==> config.mk <==
export PLATFORM = sky130hd
export DESIGN_NAME = mem_port_arbiter_flat
export DESIGN_NICKNAME = d
export VERILOG_FILES = /design/src/rtl/mem_port_arbiter_if.sv /design/src/rtl/mem_port_arbiter.sv /design/src/flat_wrapper.sv
export SDC_FILE = /design/constraint.sdc
export NUM_CORES = 1
export LEC_CHECK = 0
export ABC_CLOCK_PERIOD_IN_PS = 2000
export CAP_MARGIN = 20
export CORE_MARGIN = 2
export CORE_UTILIZATION = 40
export CTS_CLUSTER_DIAMETER = 60
export DETAILED_ROUTE_END_ITERATION = 10
export PLACE_DENSITY = 0.76
export SETUP_SLACK_MARGIN = 0.3
export SLEW_MARGIN = 20
export SYNTH_ARGS = -nofsm -noshare
export SYNTH_HDL_FRONTEND = slang
export SYNTH_SLANG_ARGS = --single-unit
==> constraint.sdc <==
create_clock -name clk -period 2 [get_ports clk]
set_input_delay 0.5 -clock clk [delete_from_list [all_inputs] [get_ports clk]]
set_output_delay 0.5 -clock clk [all_outputs]
set_load 0.01 [all_outputs]
==> src/rtl/mem_port_arbiter_if.sv <==
// Unified memory bus between the F/M port arbiter (master) and the memory
// slave. The slave answers with BusAck, together with BusRdata, in the last
// cycle of each request.
interface mem_port_arbiter_if #(
  parameter int ADDR_WIDTH = 32,
  parameter int DATA_WIDTH = 32
);
  logic                  BusReq;
  logic                  BusWe;
  logic [ADDR_WIDTH-1:0] BusAddr;
  logic [DATA_WIDTH-1:0] BusWdata;
  logic [DATA_WIDTH-1:0] BusRdata;
  logic                  BusAck;

  modport master (
    output BusReq, BusWe, BusAddr, BusWdata,
    input  BusRdata, BusAck
  );

  modport slave (
    input  BusReq, BusWe, BusAddr, BusWdata,
    output BusRdata, BusAck
  );
endinterface

==> src/rtl/mem_port_arbiter.sv <==
// Shares one unified instruction/data memory port between the fetch stage (F)
// and the memory stage (M). Each bus transaction is sequenced by a small
// IDLE/FETCH/DATA FSM. Data wins arbitration because it belongs to the older
// instruction. Fetches overtaken by a taken branch are completed on the bus
// and then discarded.
// Optional build macro ARB_STARVE_GUARD_EN: after MAX_DATA_RUN consecutive
// data grants made while a fetch was waiting, the next arbitration goes to
// fetch.
module mem_port_arbiter #(
  parameter int DATA_WIDTH   = 32,
  parameter int ADDR_WIDTH   = 32,
  parameter int MAX_DATA_RUN = 4
) (
  input  logic                  clk,
  input  logic                  reset,
  // fetch side
  input  logic                  IReqF,
  input  logic [ADDR_WIDTH-1:0] PCF,
  input  logic                  FetchAdvF,
  input  logic                  FlushF,
  output logic [DATA_WIDTH-1:0] IRdataF,
  output logic                  IValidF,
  output logic                  StallFetch,
  // memory-stage side
  input  logic                  DReqM,
  input  logic                  DWeM,
  input  logic [ADDR_WIDTH-1:0] DAddrM,
  input  logic [DATA_WIDTH-1:0] WriteDataM,
  output logic [DATA_WIDTH-1:0] DRdataM,
  output logic                  DValidM,
  output logic                  StallMem,
  // unified memory bus
  mem_port_arbiter_if.master    bus
);

  typedef enum logic [1:0] {
    IDLE  = 2'd0,
    FETCH = 2'd1,
    DATA  = 2'd2
  } state_t;

  state_t                r_state;
  logic                  r_bus_req;
  logic                  r_bus_we;
  logic [ADDR_WIDTH-1:0] r_bus_addr;
  logic [DATA_WIDTH-1:0] r_bus_wdata;
  logic                  r_stale;
  logic                  r_idone;
  logic                  r_ddone;
  logic [DATA_WIDTH-1:0] r_irdata;
  logic [DATA_WIDTH-1:0] r_drdata;

  logic w_data_pend;
  logic w_fetch_pend;
  logic w_force_fetch;
  logic w_grant_data;
  logic w_grant_fetch;
  logic w_ack;

  // A data access already answered this cycle is not asked for again, and a
  // fetch that a branch is killing right now is not worth starting.
  assign w_data_pend  = DReqM & ~r_ddone;
  assign w_fetch_pend = IReqF & ~r_idone & ~FlushF;

`ifdef ARB_STARVE_GUARD_EN
  localparam int RUN_W = $clog2(MAX_DATA_RUN + 1);

  logic [RUN_W-1:0] r_run_cnt;

  assign w_force_fetch = w_fetch_pend & (r_run_cnt == RUN_W'(MAX_DATA_RUN));

  // Count data grants that overtook a waiting fetch; any fetch grant rearms.
  always_ff @(posedge clk) begin
    if (reset) begin
      r_run_cnt <= '0;
    end else if (w_grant_fetch) begin
      r_run_cnt <= '0;
    end else if (w_grant_data && w_fetch_pend) begin
      r_run_cnt <= r_run_cnt + RUN_W'(1);
    end
  end
`else
  // Strict data priority: the run limit has no effect in this build.
  assign w_force_fetch = (MAX_DATA_RUN < 0);
`endif

  assign w_grant_data  = (r_state == IDLE) & w_data_pend & ~w_force_fetch;
  assign w_grant_fetch = (r_state == IDLE) & w_fetch_pend & ~w_grant_data;
  assign w_ack         = bus.BusAck & (r_state != IDLE);

  // Transaction sequencer: latch the winner's request in IDLE, hold it
  // stable on the bus until the slave acknowledges, then drop back to IDLE.
  always_ff @(posedge clk) begin
    if (reset) begin
      r_state     <= IDLE;
      r_bus_req   <= 1'b0;
      r_bus_we    <= 1'b0;
      r_bus_addr  <= '0;
      r_bus_wdata <= '0;
      r_stale     <= 1'b0;
    end else begin
      case (r_state)
        IDLE: begin
          r_stale <= 1'b0;
          if (w_grant_data) begin
            r_state     <= DATA;
            r_bus_req   <= 1'b1;
            r_bus_we    <= DWeM;
            r_bus_addr  <= DAddrM;
            r_bus_wdata <= WriteDataM;
          end else if (w_grant_fetch) begin
            r_state    <= FETCH;
            r_bus_req  <= 1'b1;
            r_bus_we   <= 1'b0;
            r_bus_addr <= PCF;
          end
        end
        FETCH: begin
          // A branch in any cycle of the fetch makes its result useless.
          if (FlushF) begin
            r_stale <= 1'b1;
          end
          if (w_ack) begin
            r_state   <= IDLE;
            r_bus_req <= 1'b0;
          end
        end
        DATA: begin
          if (w_ack) begin
            r_state   <= IDLE;
            r_bus_req <= 1'b0;
          end
        end
        default: begin
          r_state   <= IDLE;
          r_bus_req <= 1'b0;
        end
      endcase
    end
  end

  // Completion flags and captured read data for both requesters.
  always_ff @(posedge clk) begin
    if (reset) begin
      r_ddone  <= 1'b0;
      r_drdata <= '0;
      r_idone  <= 1'b0;
      r_irdata <= '0;
    end else begin
      r_ddone <= (r_state == DATA) & w_ack;
      if ((r_state == DATA) && w_ack) begin
        r_drdata <= bus.BusRdata;
      end
      if ((r_state == FETCH) && w_ack && !r_stale && !FlushF) begin
        r_idone  <= 1'b1;
        r_irdata <= bus.BusRdata;
      end else if (FetchAdvF || FlushF) begin
        r_idone <= 1'b0;
      end
    end
  end

  assign bus.BusReq   = r_bus_req;
  assign bus.BusWe    = r_bus_we;
  assign bus.BusAddr  = r_bus_addr;
  assign bus.BusWdata = r_bus_wdata;

  assign IRdataF    = r_irdata;
  assign IValidF    = r_idone;
  assign DRdataM    = r_drdata;
  assign DValidM    = r_ddone;
  assign StallMem   = DReqM & ~r_ddone;
  assign StallFetch = IReqF & ~r_idone;

endmodule
==> src/flat_wrapper.sv <==
// flat-port wrapper written by rule: the top's interface ports become plain ports
module mem_port_arbiter_flat 
#(
  parameter int DATA_WIDTH   = 32,
  parameter int ADDR_WIDTH   = 32,
  parameter int MAX_DATA_RUN = 4
)
  (clk, reset, IReqF, PCF, FetchAdvF, FlushF, IRdataF, IValidF, StallFetch, DReqM, DWeM, DAddrM, WriteDataM, DRdataM, DValidM, StallMem, bus_BusReq, bus_BusWe, bus_BusAddr, bus_BusWdata, bus_BusRdata, bus_BusAck);
  mem_port_arbiter_if #(.ADDR_WIDTH(ADDR_WIDTH), .DATA_WIDTH(DATA_WIDTH)) bus_i ();
  input  logic clk;
  input  logic reset;
  input  logic IReqF;
  input  logic [ADDR_WIDTH-1:0] PCF;
  input  logic FetchAdvF;
  input  logic FlushF;
  output logic [DATA_WIDTH-1:0] IRdataF;
  output logic IValidF;
  output logic StallFetch;
  input  logic DReqM;
  input  logic DWeM;
  input  logic [ADDR_WIDTH-1:0] DAddrM;
  input  logic [DATA_WIDTH-1:0] WriteDataM;
  output logic [DATA_WIDTH-1:0] DRdataM;
  output logic DValidM;
  output logic StallMem;
  output wire logic [$bits(bus_i.BusReq)-1:0] bus_BusReq;
  output wire logic [$bits(bus_i.BusWe)-1:0] bus_BusWe;
  output wire logic [$bits(bus_i.BusAddr)-1:0] bus_BusAddr;
  output wire logic [$bits(bus_i.BusWdata)-1:0] bus_BusWdata;
  input wire logic [$bits(bus_i.BusRdata)-1:0] bus_BusRdata;
  input wire logic [$bits(bus_i.BusAck)-1:0] bus_BusAck;
  assign bus_BusReq = bus_i.BusReq;
  assign bus_BusWe = bus_i.BusWe;
  assign bus_BusAddr = bus_i.BusAddr;
  assign bus_BusWdata = bus_i.BusWdata;
  assign bus_i.BusRdata = bus_BusRdata;
  assign bus_i.BusAck = bus_BusAck;
  mem_port_arbiter #(.DATA_WIDTH(DATA_WIDTH), .ADDR_WIDTH(ADDR_WIDTH), .MAX_DATA_RUN(MAX_DATA_RUN)) u_core (.clk(clk), .reset(reset), .IReqF(IReqF), .PCF(PCF), .FetchAdvF(FetchAdvF), .FlushF(FlushF), .IRdataF(IRdataF), .IValidF(IValidF), .StallFetch(StallFetch), .DReqM(DReqM), .DWeM(DWeM), .DAddrM(DAddrM), .WriteDataM(WriteDataM), .DRdataM(DRdataM), .DValidM(DValidM), .StallMem(StallMem), .bus(bus_i));
endmodule
# Word level (Yosys, flattened, before mapping)
# Cells that the tools add are included.
dict set report word_totals {
  output_inout_bits 134
  regBits 135
  inputBits 136
}
dict set report classes {
  mux 16
  eq_ne 5
  reduce_logical 17
  bitwise_logic 12
}
# operator n
set ops {}
lappend ops {{two-way mux 32 bit} 2}
lappend ops {{AND 1 bit} 8}
lappend ops {{two-way mux 1 bit} 8}
lappend ops {{AND reduction 2 bit} 4}
lappend ops {{nonzero test 2 bit} 4}
lappend ops {{two-way mux 2 bit} 3}
lappend ops {{logical AND 1 bit} 4}
lappend ops {{NOT 1 bit} 4}
lappend ops {{one-hot mux 1 bit (2 select lines)} 2}
lappend ops {{one-hot mux 2 bit (2 select lines)} 1}
lappend ops {{inequality test 3 x 1 -> 1 bit (second input constant)} 1}
lappend ops {{== test 2 x 1 -> 1 bit (second input constant)} 1}
lappend ops {{== test 2 bit (second input constant)} 1}
lappend ops {{zero test 1 bit} 2}
lappend ops {{zero test 2 bit} 1}
lappend ops {{inequality test 2 x 1 -> 1 bit (second input constant)} 1}
lappend ops {{inequality test 2 bit (second input constant)} 1}
lappend ops {{OR reduction 2 bit} 1}
lappend ops {{logical OR 1 bit} 1}

# Depth between registers and ports, before layout
# Gate-level depths: netlist of the first run.
dict set report logic_depth {
  depth_word 8
  depth_mapped 8
}

# Worst setup path before layout of the first run
# OpenSTA, ideal clock, no wires.
dict set report synth_path {
  path_type {input -> register}
  start {input port DReqM}
  end {register u_core.r_bus_addr[0], in the netlist u_core.bus.BusAddr[0]}
  setup_slack_ns 0.486
  required_ns 1.854
  setup_ns 0.146
  path_stages 7
  t_arrival_ns 1.368
  cell_sequence {nor2b_4 -> buf_6 -> and2_4 -> buf_8 -> buf_12 -> a21oi_2 -> a211oi_2}
}
dict set report synth_via {
  elab_chain_cells 6
  elab_cells_between_ends 7
}
# item line
set synth_lines {}
lappend synth_lines {{start, declared} flat_wrapper.sv:19} ;# input logic DReqM;
lappend synth_lines {{AND 1 bit (*)} n/a}
lappend synth_lines {{via StallMem} flat_wrapper.sv:25} ;# output logic StallMem;
lappend synth_lines {{AND 1 bit (*)} mem_port_arbiter.sv:87} ;# assign w_grant_data = (r_state == IDLE) & w_data_pend & ~w_force_fetch;
lappend synth_lines {{NOT 1 bit} mem_port_arbiter.sv:88} ;# assign w_grant_fetch = (r_state == IDLE) & w_fetch_pend & ~w_grant_data;
lappend synth_lines {{AND 1 bit} mem_port_arbiter.sv:88}
lappend synth_lines {{nonzero test 2 bit (no line)} n/a}
lappend synth_lines {{AND reduction 2 bit (no line)} n/a}
lappend synth_lines {{end signal, assigned} mem_port_arbiter.sv:109} ;# r_bus_addr <= DAddrM;
lappend synth_lines {{end, declared} mem_port_arbiter.sv:45} ;# logic [ADDR_WIDTH-1:0] r_bus_addr;
# The timed path passes the listed nets; every way through them passes the cells marked *.
# A chain may end at the register's enable or synchronous reset.

# Final worst setup path of the first run
dict set report layout_path {
  start {input port FlushF}
  end {register u_core.r_bus_addr[12], in the netlist u_core.bus.BusAddr[12]}
}
dict set report layout_via {
  elab_chain_cells 6
}
# item line
set layout_lines {}
lappend layout_lines {{start, declared} flat_wrapper.sv:15} ;# input logic FlushF;
lappend layout_lines {{NOT 1 bit} mem_port_arbiter.sv:63} ;# assign w_fetch_pend = IReqF & ~r_idone & ~FlushF;
lappend layout_lines {{AND 1 bit} mem_port_arbiter.sv:63}
lappend layout_lines {{AND 1 bit (2 in a row)} mem_port_arbiter.sv:88}
lappend layout_lines {{nonzero test 2 bit (no line)} n/a}
lappend layout_lines {{AND reduction 2 bit (no line)} n/a}
# No other way between the ends.

==> results of run 1 <==
cells in the mapped netlist (2+ instances only):
cell type    n
a21oi_2     20
ha_1         4
nor2b_1      2
o21ai_0      2
clkbuf_1    23
buf_12       2
a211oi_1     9
dfxtp_1    135
buf_4        8
buf_6        3
o32ai_1      2
a211oi_2    22
nor2_1      36
nand2b_1     4
buf_2       12
nand2_1    229
inv_1        4
a21oi_1    109
final timing paths:
check	cells after the start	end	start	slack (ns)
worst max-delay path	6	u_core.bus.BusAddr[12]$_SDFFE_PP0P_	FlushF	0.39
worst min-delay path	2	u_core.bus.BusWdata[23]$_SDFFE_PP0P_	reset	0.43
worst max register to register	6	u_core.bus.BusAddr[14]$_SDFFE_PP0P_	u_core.r_state[0]$_SDFFE_PP0P_	0.43
worst min register to register	2	u_core.bus.BusWdata[1]$_SDFFE_PP0P_	u_core.bus.BusWdata[1]$_SDFFE_PP0P_	0.45
placed cells by master, fill, tap and decap left out, types with 2 or more instances in the layout:
| master | synthesis | final |
|---|---|---|
| dfxtp_1 | 135 | 134 |
| nand2_1 | 229 | 228 |
| a211oi_1 | 9 | 9 |
| nand2b_1 | 4 | 4 |
| clkbuf_16 | 0 | 19 |
| buf_12 | 2 | 14 |
| clkinvlp_4 | 0 | 3 |
| clkbuf_8 | 0 | 2 |
| o21ai_0 | 2 | 2 |
| o32ai_1 | 2 | 2 |
| dlygate4sd2_1 | 0 | 133 |
| clkdlybuf4s50_1 | 0 | 132 |
| a21oi_2 | 20 | 20 |
| bufinv_16 | 0 | 4 |
| ha_1 | 4 | 3 |
| nor2_1 | 36 | 36 |
| nor2b_4 | 1 | 3 |
| a211oi_2 | 22 | 22 |
| buf_4 | 8 | 10 |
| inv_1 | 4 | 4 |
| a21oi_1 | 109 | 109 |
| clkinv_2 | 0 | 3 |
routing by layer:
layer,routed length [um],vias to the layer above
li1,-,2642
met1,6900,2433
met2,8270,179
met3,1550,12
met4,149,2
met5,13,-
through the flow:
step	std cells	total power [mW]	cell area, um2
detailed placement	1060	7.28	8300
floorplan	642	5.56	5340
global placement	1060	7.22	8300
finish	1093	10.2	8830
global route	1093	10.8	8830
CTS	1091	10.3	8760
cell type report:
type,instances,area (um2)
tap,176,220
multi-input combinational,453,2340
timing repair buffer,294,2920
clock buffer,19,453
fill,1128,4310
inverter,4,15.0
sequential,135,2700
clock inverter,12,175
timing repair:
action,CTS,global route
endpoints found under the setup margin,135,95
hold endpoints to repair,0,0
pin swaps,2,0
resized for setup,142,10
gates cloned,0,2
worst reg2reg max path, stage by stage, from the launching register on:
cell and delay, ns:
dfxtp_1 0.31, inv_1 0.13, ha_2 0.30, and2_4 0.22, buf_12 0.17, a21oi_1 0.09, a211oi_1 0.26
state kept, by name, indices dropped and copies added (netlist names):
signal / count
u_core.r_state: 2
u_core.bus.BusReq: 1
u_core.r_stale: 1
u_core.DRdataM: 32
u_core.IRdataF: 32
u_core.DValidM: 1
u_core.bus.BusWe: 1
u_core.bus.BusAddr: 32
u_core.IValidF: 1
u_core.bus.BusWdata: 32
where the power goes:
group	switching, mW	internal, mW
clock	1.15	2.14
combinational	1.91	1.69
sequential	0.198	3.13
total	3.26	6.97
logic make-up after synthesis:
kind of cell	after synthesis
buffers and inverters	54
DFF	135
AOI/OAI and AO/OA	169
muxes	1
and+or+nand+nor	279
adders and majority gates	4
==> impl_results.md, run 1 <==
* Tmin final at 1.61 ns
* Post-synth top area share at 0.506
* Num CTS Buffers at 17
* Synth unique cells at 34
* CTS Sinks at 135
* Area of the core at 13100 um2
* Worst-Skew Late Latency at 0.41 ns
* Crit path DAT at 1.93 ns
* Fmax at 621 MHz
* Mapped cell area at 5340 um2
* Met1 usage at 0.272
* Final setup violation count at 0
* DRC at 0
* # IOs at 270
* Mux share of post-synthesis cell area at 0.00187
* CP required at 2.31 ns
* Slew HR at 0.762
* Path type of the worst min-delay path: in2reg
* Crit Path Class: in2reg
* Total Wirelength at 16900 um
* Final Cycle Share at 0.806
* Layout area overhead at 65.4%
* #FFs+latches synth at 135
* Port Buf Inserts at 269
* RSZ-0062 raised after global routing: no
* Cells after synthesis at 642
* Mapped Avg Cell Area at 8.32 um2
* Crit-path leading delay family: buffers and inverters
* First-pass GRT wire length at 26300 um
* Antenna cell count at 0
* Slew Viols, Final at 0
* Final net count at 1045
* DR vias at 5268
* Grt ovf at 0
* Detailed Place HPWL at 11400 um
* Vias per cell at 4.82
* Critical Path Start Type: input pin
* Clk buf depth at 2
* Hold-fix buffers at CTS at 0
* Largest net degree at the start of global routing at 78
* CP bufs+invs at 2
* Die Width at 120 um
* GRT Resource Usage Total at 0.232
* Total of max-cap violations at 0
* Die Area at 14300 um2
* Adder-cell area share of the yosys netlist at 0.00937
* Largest cells by area after synthesis: dfxtp_1 51%, nand2_1 16%, a21oi_1 10%
* Post-CTS setup buffers at 0
* Syn nets at 782
* Compound-Gate Fraction of Synth Area at 0.215
* Crit-path slowest cell: clkdlybuf4s50_1
* CTS clk-pin slew, worst paths at 0.06 ns
* Met3 usage at 0.0955
* Initial core utilization at 0.406
* Number of flops mapped to enable cells by yosys at 0
* Vias in the first global route at 5104
* Least-Margin Pin Slew at 0.356 ns
* Final Hold Viols at 0
* Antenna violations before repair at 1
* Post-layout worst setup margin at 0.389 ns
* Setup WS pre-CTS at -0.175 ns
* Clock H-tree levels at 4
* Clock root buffer: clkbuf_16
* Sum Neg Setup Slack at 0 ns
* Initial DRC count at 307
* Largest area contributor in the synthesized netlist: dfxtp_1
* Worst clock skew at 0.0102 ns
* Sequential fraction of the synthesis area at 0.506
* Synth Warn # at 0
* Lkg Pwr at 3.83 nW
* Pre-Repair DR Iteration Count at 5
* Share of cells above drive strength 1 at 0.123
* Final worst hold slack at 0.429 ns
* Row cnt at 42
* Largest family of logic cells by synthesized area: compound AO/OA/AOI/OAI gates
* GR Util met2 at 0.390
* CP max stage delay at 0.49 ns
* PD cells at 1160 nW/um2
* Worst Path Max Fanout at 6
* Worst-path cell chain: clkdlybuf4s50_1, nor3b_4, o21a_4, buf_4, nor2_1, a211oi_1
* Core Util, Final at 0.672
* Simple-gate share of the synthesized area at 0.208
* Wire per inst at 15.4 um
* Post-Synth XOR/XNOR Area at 0
* Asr flop ratio synth at 0
* Status: complete, no violations
* Antenna-violating nets left at 0
* Main flop type after synthesis: dfxtp_1
* Endpoint type of the worst setup path: flip-flop
* Layer with the highest usage: met2
* Routability Congestion at 0.813
* Die height at 120 um
* CTS tree: done
* Peak supply drop at 574 uV
Note: power is estimated with default switching activity, not from simulation.
==> inputs of run 2 (changes only) <==
Settings changed: ABC_CLOCK_PERIOD_IN_PS 2000 to 1350, CORE_UTILIZATION 40 to 36, PLACE_DENSITY 0.76 to 0.72.
Clock period 2 ns to 1.35 ns, I/O delays scaled along.
==> run 2 against run 1 <==
The flow now finishes with violations (negative setup slack); setup slack worse by 0.54 ns; clock power up 36%; critical path depth up 3; die area up 11%; sequential share of layout area down 3.8 points; global-route usage down 1.6 points.
==> impl_results.md, run 2 (synthesized netlist as in run 1, its figures left out) <==
* Antenna cell count at 0
* CTS clk-pin slew, worst paths at 0.06 ns
* Row cnt at 44
* Worst Path Max Fanout at 10
* Path type of the worst min-delay path: in2reg
* Status: finished, violations left
* Least-Margin Pin Slew at 0.421 ns
* Pre-Repair DR Iteration Count at 4
* Clk buf depth at 2
* Antenna-violating nets left at 0
* Slew HR at 0.720
* Critical Path Start Type: flip-flop
* Hold Path End: u_core.r_state[0]$_SDFFE_PP0P_
* Crit-path slowest cell: dfxtp_2
* Vias in the first global route at 5213
* Die Width at 126 um
* Clock root buffer: clkbuf_16
* Largest net degree at the start of global routing at 75
* Final setup violation count at 132
* Post-layout worst setup margin at -0.154 ns
* Final Hold Viols at 0
* Core Util, Final at 0.737
* DRC at 0
* Die height at 126 um
* Final net count at 1116
* # IOs at 270
* Wire per inst at 17.1 um
* Detailed Place HPWL at 11600 um
* Initial core utilization at 0.367
* Violated checks: negative setup slack
* GRT Resource Usage Total at 0.216
* CTS tree: done
* Die Area at 15800 um2
* Vias per cell at 4.87
* Reg2Reg Setup Slack at -0.15 ns
* First-pass GRT wire length at 27400 um
* Final worst hold slack at 0.285 ns
* CTS Sinks at 135
* Hold Path Stages at 3
* Worst clock skew at 0.0119 ns
* Antenna violations before repair at 0
* Crit Path Class: reg2reg
* Worst-Skew Late Latency at 0.41 ns
* R2r endpoint: u_core.bus.BusWdata[11]$_SDFFE_PP0P_
* Share of cells above drive strength 1 at 0.548
* Most frequent cells in the layout: 185 x nand2_1, 153 x buf_6, 131 x clkdlybuf4s50_1, 131 x dfxtp_2, 72 x a21oi_1
* DR vias at 5714
* Port Buf Inserts at 269
* CP max stage delay at 0.33 ns
* Routability Congestion at 0.776
* Fmax at 665 MHz
* Final Cycle Share at 1.11
* RSZ-0062 raised after global routing: yes
* Lkg Pwr at 4.39 nW
* Total Wirelength at 20000 um
* Grt ovf at 0
* Num CTS Buffers at 17
* Reg2reg path depth at 9
* PD cells at 1670 nW/um2
* HP Start: reset
* Endpoint type of the worst setup path: flip-flop
* Most used cell, CP: buf_6
* Total of max-cap violations at 0
* Most common cell after layout, fill and taps aside: nand2_1
* Tmin final at 1.50 ns
* Peak supply drop at 1030 uV
* Reg-to-Reg Start: u_core.DValidM$_SDFF_PP0_
* Clock H-tree levels at 4
* Worst-path cell chain: nor2b_4, buf_6, buf_8, buf_4, nand2_8, buf_6, clkbuf_16, nand2_1, a21oi_1
* Crit path DAT at 1.77 ns
* Area of the core at 14500 um2
* CP required at 1.62 ns
* Slew Viols, Final at 0
* Layout area overhead at 101%
* Initial DRC count at 268
run 2: cell types whose count changed in the layout (fill, tap and decap cells not counted), moves of 26 or more:
cell           before  now
buf_6               1  153
dfxtp_1           134    2
dfxtp_2             1  131
dlygate4sd2_1     133    3
nand2_1           228  185
a21oi_1           109   72
a21oi_2            20   51
buf_4              10   41
nand2_4             0   26
run 2: worst max path at each step:
stage	from	end	slack [ns]	cells after the start
after detailed placement	FlushF	u_core.bus.BusAddr[17]$_SDFFE_PP0P_	-0.57	6
after global routing	u_core.r_state[0]$_SDFFE_PP0P_	u_core.IRdataF[27]$_SDFFE_PP0P_	-0.26	7
after CTS	u_core.DValidM$_SDFF_PP0_	u_core.bus.BusAddr[10]$_SDFFE_PP0P_	-0.11	8
final	u_core.DValidM$_SDFF_PP0_	u_core.bus.BusWdata[11]$_SDFFE_PP0P_	-0.15	9
after floorplan	u_core.r_state[1]$_SDFFE_PP0P_	u_core.bus.BusAddr[0]$_SDFFE_PP0P_	0.03	7
after global placement	FlushF	u_core.bus.BusAddr[17]$_SDFFE_PP0P_	-0.54	6
run 2: area by class of cell:
cell class,instances,area (um2)
timing repair buffer,365,4140
clock buffer,19,453
multi-input combinational,453,2890
sequential,135,2870
fill,1039,3820
tap,184,230
clock inverter,13,118
inverter,4,20.0
run 2: critical path: cells and delay by family (launching register included):
kind	cells	cell delay (ns)
AOI/OAI and AO/OA	1	0.07
DFF	1	0.33
and+or+nand+nor	3	0.30
buffers and inverters	5	0.65
run 2: repair_timing:
item / in CTS / in global routing
hold buffers: 0 / 0
endpoints found under the setup margin: 269 / 269
pin swaps: 38 / 54
gates cloned: 5 / 12
setup buffers: 13 / 29
resized for setup: 845 / 127
run 2: per-stage QoR:
| step | setup TNS, ns | std cells | setup slack (ns) | power, mW | area (um2) |
|---|---|---|---|---|---|
| 2_1_floorplan | 0 | 642 | 0.0305 | 8.46 | 5490 |
| 3_3_place_gp | -55.39 | 1082 | -0.537 | 11.0 | 8440 |
| 3_5_place_dp | -57.98 | 1082 | -0.574 | 11.1 | 8440 |
| 4_1_cts | -7.40 | 1132 | -0.107 | 16.6 | 9710 |
| 5_1_grt | -22.17 | 1173 | -0.256 | 18.8 | 10700 |
| 6_report | -12.39 | 1173 | -0.154 | 17.9 | 10700 |
run 2: per-layer routing:
layer  vias up  global-route usage  part of all wire  routed length [um]
li1       2794                   -                 -                   -
met1      2668               0.263              0.40                8090
met2       211               0.367              0.50                9960
met3        41              0.0633             0.067                1340
met4         0              0.0743             0.032                 641
met5         -                   0                 0                   0
run 2: power breakdown:
part / total [mW] / switching (mW) / leakage, nW / internal, mW
sequential: 5.23 / 0.457 / 1.16 / 4.77
combinational: 8.18 / 3.66 / 2.95 / 4.52
clock: 4.48 / 1.83 / 0.281 / 2.65
total: 17.9 / 5.94 / 4.39 / 11.9
==> inputs of run 3 (changes only) <==
Settings changed: CTS_CLUSTER_SIZE from default to 10.
==> results of run 3 <==
The final DEF is identical to that of run 2; final timing and power are the same.
